### src/rtl/gpu_text_pkg.sv
// Shared definitions for the text-mode GPU character path.
//   TEXT_COLS/TEXT_ROWS/TEXT_CELLS : default screen geometry
//   FILL_CHAR                      : code written by clears and backspace
//   ASCII_*                        : terminal control codes decoded by the writer
//   console_state_t                : writer FSM state encoding
package gpu_text_pkg;

  localparam int TEXT_COLS  = 80;
  localparam int TEXT_ROWS  = 30;
  localparam int TEXT_CELLS = TEXT_COLS * TEXT_ROWS;

  localparam logic [7:0] FILL_CHAR       = 8'h20;
  localparam logic [7:0] ASCII_BS        = 8'h08;
  localparam logic [7:0] ASCII_LF        = 8'h0A;
  localparam logic [7:0] ASCII_FF        = 8'h0C;
  localparam logic [7:0] ASCII_CR        = 8'h0D;
  localparam logic [7:0] ASCII_PRINT_MIN = 8'h20;

  typedef enum logic [1:0] {
    ST_IDLE     = 2'd0,
    ST_WRITE    = 2'd1,
    ST_CLR_LINE = 2'd2,
    ST_CLR_ALL  = 2'd3
  } console_state_t;

endpackage

### src/rtl/text_fill_engine.sv
// Sequential fill of a run of char RAM cells.
//   clk, rst_n : clock, async active-low reset
//   start      : load base/len and begin writing next cycle
//   base       : first cell address of the run
//   len        : number of cells (1..4096)
//   address    : current cell address (registered)
//   v_w_en     : high for every cycle a cell is written
//   done       : high during the cycle the last cell is written
module text_fill_engine (
  input  logic        clk,
  input  logic        rst_n,
  input  logic        start,
  input  logic [11:0] base,
  input  logic [12:0] len,
  output logic [11:0] address,
  output logic        v_w_en,
  output logic        done
);

  logic [11:0] addr_q, addr_d;
  logic [11:0] cnt_q, cnt_d;
  logic        active_q, active_d;
  logic [12:0] len_m1;

  assign len_m1 = len - 13'd1;

  // cnt_q holds the number of cells still to write after the current one,
  // so the terminal count is a compare against zero.
  always_comb begin
    addr_d   = addr_q;
    cnt_d    = cnt_q;
    active_d = active_q;
    if (start) begin
      active_d = 1'b1;
      addr_d   = base;
      cnt_d    = len_m1[11:0];
    end else if (active_q) begin
      if (cnt_q == 12'd0) begin
        active_d = 1'b0;
      end else begin
        addr_d = addr_q + 12'd1;
        cnt_d  = cnt_q - 12'd1;
      end
    end
  end

  always_ff @(posedge clk or negedge rst_n) begin
    if (!rst_n) begin
      addr_q   <= '0;
      cnt_q    <= '0;
      active_q <= 1'b0;
    end else begin
      addr_q   <= addr_d;
      cnt_q    <= cnt_d;
      active_q <= active_d;
    end
  end

  assign address = addr_q;
  assign v_w_en  = active_q;
  assign done    = active_q && (cnt_q == 12'd0);

endmodule

### src/rtl/text_console_writer.sv
// Character-stream writer for the text-mode GPU char RAM.
// Decodes printable bytes and BS/LF/CR/FF, keeps the cursor, and performs
// line wrap, new-row blanking and full-screen clear.
//   clk, rst_n            : clock, async active-low reset
//   ch, ch_valid/ch_ready : byte input handshake (ready only in IDLE)
//   address, dout, v_w_en : char RAM write port
//   cursor_col/cursor_row : current cursor position
//   busy                  : high whenever not IDLE
//
// state       | meaning
// ------------+-------------------------------------------------------
// ST_IDLE     | waiting for a byte, ch_ready high
// ST_WRITE    | one cell write (printable char or BS blank)
// ST_CLR_LINE | blanking the COLS cells of the row the cursor moved to
// ST_CLR_ALL  | blanking the whole screen, cursor homes when done
module text_console_writer #(
  parameter int         COLS           = gpu_text_pkg::TEXT_COLS,
  parameter int         ROWS           = gpu_text_pkg::TEXT_ROWS,
  parameter logic [7:0] FILL_CHAR      = gpu_text_pkg::FILL_CHAR,
  parameter int         CLEAR_ON_RESET = 1
) (
  input  logic        clk,
  input  logic        rst_n,
  input  logic [7:0]  ch,
  input  logic        ch_valid,
  output logic        ch_ready,
  output logic [11:0] address,
  output logic [7:0]  dout,
  output logic        v_w_en,
  output logic [6:0]  cursor_col,
  output logic [4:0]  cursor_row,
  output logic        busy
);
  import gpu_text_pkg::*;

  localparam logic [6:0]     COL_LAST    = 7'(COLS - 1);
  localparam logic [4:0]     ROW_LAST    = 5'(ROWS - 1);
  localparam logic [11:0]    ROW_STRIDE  = 12'(COLS);
  localparam logic [12:0]    LINE_LEN    = 13'(COLS);
  localparam logic [12:0]    SCREEN_LEN  = 13'(COLS * ROWS);
  localparam console_state_t RESET_STATE = (CLEAR_ON_RESET != 0) ? ST_CLR_ALL : ST_IDLE;
  localparam logic           KICK_RESET  = (CLEAR_ON_RESET != 0);

  console_state_t state_q, state_d;
  logic [6:0]  col_q, col_d;
  logic [4:0]  row_q, row_d;
  logic [11:0] row_base_q, row_base_d;
  logic [11:0] cur_addr_q, cur_addr_d;
  logic        wrap_q, wrap_d;
  logic        kick_q, kick_d;
  logic [11:0] wr_addr_q, wr_addr_d;
  logic [7:0]  wr_dout_q, wr_dout_d;
  logic        wr_en_q, wr_en_d;
  logic        ch_ready_q, ch_ready_d;
  logic        busy_q, busy_d;

  logic        accept;
  logic [4:0]  next_row;
  logic [11:0] next_base;
  logic        fill_start;
  logic [11:0] fill_base;
  logic [12:0] fill_len;
  logic [11:0] fill_addr;
  logic        fill_en;
  logic        fill_done;

  assign accept = ch_valid && ch_ready_q;

  // No scrolling: the row after the last one is row 0 again.
  assign next_row  = (row_q == ROW_LAST) ? 5'd0  : row_q + 5'd1;
  assign next_base = (row_q == ROW_LAST) ? 12'd0 : row_base_q + ROW_STRIDE;

  always_comb begin
    state_d    = state_q;
    col_d      = col_q;
    row_d      = row_q;
    row_base_d = row_base_q;
    cur_addr_d = cur_addr_q;
    wrap_d     = wrap_q;
    kick_d     = 1'b0;
    wr_addr_d  = wr_addr_q;
    wr_dout_d  = wr_dout_q;
    wr_en_d    = 1'b0;
    fill_start = 1'b0;
    fill_base  = row_base_q;
    fill_len   = LINE_LEN;

    case (state_q)
      ST_IDLE: begin
        if (accept) begin
          if (ch >= ASCII_PRINT_MIN) begin
            wr_addr_d = cur_addr_q;
            wr_dout_d = ch;
            wr_en_d   = 1'b1;
            state_d   = ST_WRITE;
            if (col_q == COL_LAST) begin
              col_d      = 7'd0;
              row_d      = next_row;
              row_base_d = next_base;
              cur_addr_d = next_base;
              wrap_d     = 1'b1;
            end else begin
              col_d      = col_q + 7'd1;
              cur_addr_d = cur_addr_q + 12'd1;
              wrap_d     = 1'b0;
            end
          end else begin
            case (ch)
              ASCII_LF: begin
                col_d      = 7'd0;
                row_d      = next_row;
                row_base_d = next_base;
                cur_addr_d = next_base;
                fill_start = 1'b1;
                fill_base  = next_base;
                fill_len   = LINE_LEN;
                state_d    = ST_CLR_LINE;
              end
              ASCII_CR: begin
                col_d      = 7'd0;
                cur_addr_d = row_base_q;
              end
              ASCII_BS: begin
                // Backspace never backs up into the previous row.
                if (col_q != 7'd0) begin
                  col_d      = col_q - 7'd1;
                  cur_addr_d = cur_addr_q - 12'd1;
                  wr_addr_d  = cur_addr_q - 12'd1;
                  wr_dout_d  = FILL_CHAR;
                  wr_en_d    = 1'b1;
                  wrap_d     = 1'b0;
                  state_d    = ST_WRITE;
                end
              end
              ASCII_FF: begin
                fill_start = 1'b1;
                fill_base  = 12'd0;
                fill_len   = SCREEN_LEN;
                state_d    = ST_CLR_ALL;
              end
              default: ;
            endcase
          end
        end
      end

      ST_WRITE: begin
        // The cursor already sits on the new row when a wrap happened.
        wrap_d = 1'b0;
        if (wrap_q) begin
          fill_start = 1'b1;
          fill_base  = row_base_q;
          fill_len   = LINE_LEN;
          state_d    = ST_CLR_LINE;
        end else begin
          state_d = ST_IDLE;
        end
      end

      ST_CLR_LINE: begin
        if (fill_done) begin
          state_d = ST_IDLE;
        end
      end

      ST_CLR_ALL: begin
        // After reset the clear has not been started by a decoded FF.
        if (kick_q) begin
          fill_start = 1'b1;
          fill_base  = 12'd0;
          fill_len   = SCREEN_LEN;
        end else if (fill_done) begin
          col_d      = 7'd0;
          row_d      = 5'd0;
          row_base_d = 12'd0;
          cur_addr_d = 12'd0;
          state_d    = ST_IDLE;
        end
      end

      default: state_d = ST_IDLE;
    endcase

    ch_ready_d = (state_d == ST_IDLE);
    busy_d     = (state_d != ST_IDLE);
  end

  always_ff @(posedge clk or negedge rst_n) begin
    if (!rst_n) begin
      state_q    <= RESET_STATE;
      col_q      <= '0;
      row_q      <= '0;
      row_base_q <= '0;
      cur_addr_q <= '0;
      wrap_q     <= 1'b0;
      kick_q     <= KICK_RESET;
      wr_addr_q  <= '0;
      wr_dout_q  <= '0;
      wr_en_q    <= 1'b0;
      ch_ready_q <= 1'b0;
      busy_q     <= 1'b1;
    end else begin
      state_q    <= state_d;
      col_q      <= col_d;
      row_q      <= row_d;
      row_base_q <= row_base_d;
      cur_addr_q <= cur_addr_d;
      wrap_q     <= wrap_d;
      kick_q     <= kick_d;
      wr_addr_q  <= wr_addr_d;
      wr_dout_q  <= wr_dout_d;
      wr_en_q    <= wr_en_d;
      ch_ready_q <= ch_ready_d;
      busy_q     <= busy_d;
    end
  end

  text_fill_engine u_fill (
    .clk     (clk),
    .rst_n   (rst_n),
    .start   (fill_start),
    .base    (fill_base),
    .len     (fill_len),
    .address (fill_addr),
    .v_w_en  (fill_en),
    .done    (fill_done)
  );

  // Single writes and fills never overlap, so the port is a plain
  // select between two register sets.
  assign address    = fill_en ? fill_addr : wr_addr_q;
  assign dout       = fill_en ? FILL_CHAR : wr_dout_q;
  assign v_w_en     = fill_en | wr_en_q;
  assign ch_ready   = ch_ready_q;
  assign busy       = busy_q;
  assign cursor_col = col_q;
  assign cursor_row = row_q;

endmodule

### config.mk
export PLATFORM = sky130hd
export DESIGN_NAME = text_console_writer
export DESIGN_NICKNAME = d
export VERILOG_FILES = /design/src/rtl/gpu_text_pkg.sv /design/src/rtl/text_fill_engine.sv /design/src/rtl/text_console_writer.sv
export SDC_FILE = /design/constraint.sdc
export NUM_CORES = 1
export LEC_CHECK = 0
export BUFFER_PORTS_ARGS = -buffer_cell sky130_fd_sc_hd__buf_2
export CAP_MARGIN = 20
export CORE_ASPECT_RATIO = 1.5
export CORE_UTILIZATION = 60
export CTS_BUF_LIST = sky130_fd_sc_hd__clkbuf_2 sky130_fd_sc_hd__clkbuf_4 sky130_fd_sc_hd__clkbuf_8
export DETAILED_ROUTE_END_ITERATION = 10
export PLACE_DENSITY_LB_ADDON = 0.2
export SLEW_MARGIN = 20
export SYNTH_ARGS = -nofsm -noshare
export SYNTH_HDL_FRONTEND = slang
export SYNTH_SLANG_ARGS = --single-unit
export TNS_END_PERCENT = 20
### constraint.sdc
create_clock -name clk -period 3.9 [get_ports clk]
set_clock_uncertainty 0.15 [all_clocks]
set_input_delay 0.78 -clock clk [delete_from_list [all_inputs] [get_ports clk]]
set_output_delay 0.78 -clock clk [all_outputs]
set_load 0.02 [all_outputs]
==> summary.txt <==
Power
  • Maximum VDD drop: ~320 uV
  • PD cells: slightly above 700 nW/um2
  • Lkg Pwr: roughly 2.6 nW
  • Tot Pwr: around 4.7 mW

Drt
  • Initial drt markers: ~450
  • Final WL: roughly 16000 um
  • Drc violations: 2
  • Detailed-route via count: 5573
  • Post-route ant nets: 0
  • Post-DR vias/cell: about 6.6
  • First-pass DRT Iterations: 8
  • Avg WL per Cell: approximately 20 um

Worst setup path
  • Critical path endpoint category: register
  • Crit Path Max Fanout: 11
  • Crit start category: register
  • Crit path DAT: approximately 3.2 ns
  • CP Class: reg -> reg
  • Critical Path RT: 4.01 ns

Synthesis
  • Register bit total from synthesis: between 80 and 90
  • Number of synthesized flops with an enable pin: 0
  • Synth area leaders: dfrtp_1 35%, nand2_1 5.8%, o21ai_0 4.1%, xnor2_1 3.9%, xor2_1 3.3%
  • Seq/Total Area, Yosys: between 30 and 40%
  • Mapped cell area: 6030 um2
  • Ys async rst share: 100%
  • Synth cell types: 80
  • Syn_nets: roughly 730
  • Post-synth top area share: about a third
  • Syn Area/Cell: 8.58 um2
  • Leading area contributor after synthesis: dfrtp_1
  • YS warnings: 0
  • Synth Instances: 703
  • Main synth FF type: dfrtp_1

CTS
  • Hold-fix buffers, CTS: 0
  • Post-CTS setup buffer count: 0
  • Clock slew seen by the registers of the worst setup and hold paths: roughly 0.09 ns
  • Root buffer cell: clkbuf_8
  • CTS-repair resized insts: 0
  • CTS tree: built
  • Clock Path Buffers: 2
  • Clock H-tree levels: 3
  • CTS Buf Count: 9
  • Worst-Skew Late Latency: 0.37 ns
  • CTS sink count: 88

Floorplanning
  • Starting density of the core: between 60% and 70%
  • Die Span Y: between 100 and 150 um
  • Width of the die: about 84 um
  • I/O Pins: 46
  • Site Rows: between 40 and 50
  • Core box area: 9740 um2
  • DIE AREA: roughly 10000 um2

Final layout
  • Post-layout util: ~66%
  • P&R area growth vs syn: 7.43%
  • Antenna diodes: 0
  • Nets: around 750
  • Share of post-route cells with drive strength above 1: 16.9%

Timing
  • Final setup viols: 0
  • Worst Tran Pin Value: 0.881 ns
  • Final Hold Vio Count: 0
  • Crit path time final: around 3.1 ns
  • Pins Over Slew Limit: 0
  • Setup TNS: 0 ns
  • Unrepaired setup endpoints after global routing: no
  • Crit share post-route: between 70 and 80%
  • Slew headroom: 41.3%
  • Max Fclk: 323 MHz

Placed design
  • DP Wirelength: between 10000 and 15000 um
  • IO buf count: 45
  • Routability cong.: a little over 0.9

GRT
  • Overflow after GRT: 0
  • Vias in the first global route: around 5300
  • Total GRT Usage: 32.3%
  • Initial antenna violation count: 0
  • Largest net degree at the start of global routing: 70
  • First-pass GRT wire length: 26700 um

Min path
  • Hold Path Class: reg -> reg

Status
  • Violated checks: design-rule violations
  • Status: finished with violations

Flow run
  • Max-capacitance violation count: 0
-- through the flow --
step	worst slack (ns)	hold WS, ns	cells	instance area, um2
after floorplan	0.659	0.288	703	6030
after global placement	0.700	0.304	827	6280
after detailed placement	0.627	0.306	827	6280
after CTS	0.828	0.328	843	6480
after global routing	0.556	0.371	843	6480
final	0.802	0.321	843	6480
-- layer usage --
layer  routed length, um  vias up  GRT usage (%)
li1                    -     2597              -
met5                   0        -              0
met2                8310      222           55.4
met4                 673        0           15.7
met3                1000       52           6.03
met1                6460     2702           38.5
-- cells in the final DEF, fill, tap and decap left out, types with 12 or more instances in the layout --
master and instances:
nand2_1 93, dfrtp_1 84, nor2_1 52, o21ai_0 49, buf_2 44, a21oi_1 34, xnor2_1 27, xor2_1 23
nand3_1 22, inv_1 21, nor4_1 15, nand4_1 15, o31ai_1 15, nor3_1 14, ha_1 13, buf_4 13
mux2_2 12
-- flip-flops by register name, summed over array words and instances, names as in the netlist --
signal and cells:
busy 1, ch_ready 1, cur_addr_q 12, cursor_col 7, cursor_row 5, kick_q 1
row_base_q 12, state_q 2, u_fill.address 12, u_fill.cnt_q 12, u_fill.v_w_en 1, wr_addr_q 12
wr_dout_q 8, wr_en_q 1, wrap_q 1
-- final timing paths --
check,slack [ns],end,cells past startpoint,from
setup reg to reg,0.80,u_fill.cnt_q[10],11,state_q[0]
min in group asynchronous,0.37,wr_dout_q[6],1,rst_n
hold reg to reg,0.32,wr_dout_q[6],2,wr_dout_q[6]
hold / removal,0.32,wr_dout_q[6],2,wr_dout_q[6]
setup / recovery,0.80,u_fill.cnt_q[10],11,state_q[0]
max in group asynchronous,2.51,cursor_row[3],2,rst_n
-- area by class of cell --
cell class	count	area, um2
clock buffer	11	139
multi-input combinational	545	3530
timing repair buffer	57	318
sequential	88	2210
clock inverter	5	58.8
fill	797	3260
inverter	22	82.6
tap	115	144
-- power by group --
group	total [mW]	internal, mW	switching [mW]
clock network	0.644	0.311	0.333
registers	1.88	1.30	0.575
logic	2.15	0.885	1.27
-- worst max-delay path, stage by stage, from the launching register on --
cell,delay (ns)
dfstp_2,0.39
inv_1,0.10
ha_1,0.38
nand3_1,0.25
nor4_4,0.38
o21bai_1,0.21
nand2_1,0.12
ha_1,0.29
inv_1,0.13
or3_1,0.39
xor2_1,0.13
nor2_1,0.05
-- cell usage after synthesis, types with 4 or more instances --
master and instances:
nand2_1 93, dfrtp_1 84, nor2_1 52, o21ai_0 49, a21oi_1 34, xnor2_1 27
clkbuf_1 23, xor2_1 23, nand3_1 22, inv_1 21, buf_2 19, nand4_1 15
nor3_1 15, nor4_1 15, o31ai_1 15, ha_1 13, mux2_2 12, a22o_1 11
nor2b_1 11, a221oi_1 10, or3_1 8, a211oi_1 7, and2_1 6, o22ai_1 6
a31oi_1 5, o41ai_1 5, or2_2 5, a32oi_1 4, dfstp_2 4, o21a_1 4
-- kinds of logic after synthesis --
kind of cell               count (synthesis)  share of synthesized area [%]
AOI/OAI and AO/OA                        191                           21.9
muxes                                     15                           2.74
adders and majority gates                 13                           2.70
and+or+nand+nor                          275                           23.8
xor gates and xnor gates                  50                           7.26
buffers and inverters                     70                           4.96
other                                      1                         0.0622
DFF                                       88                           36.6
Note: power is estimated with default switching activity, not from simulation.
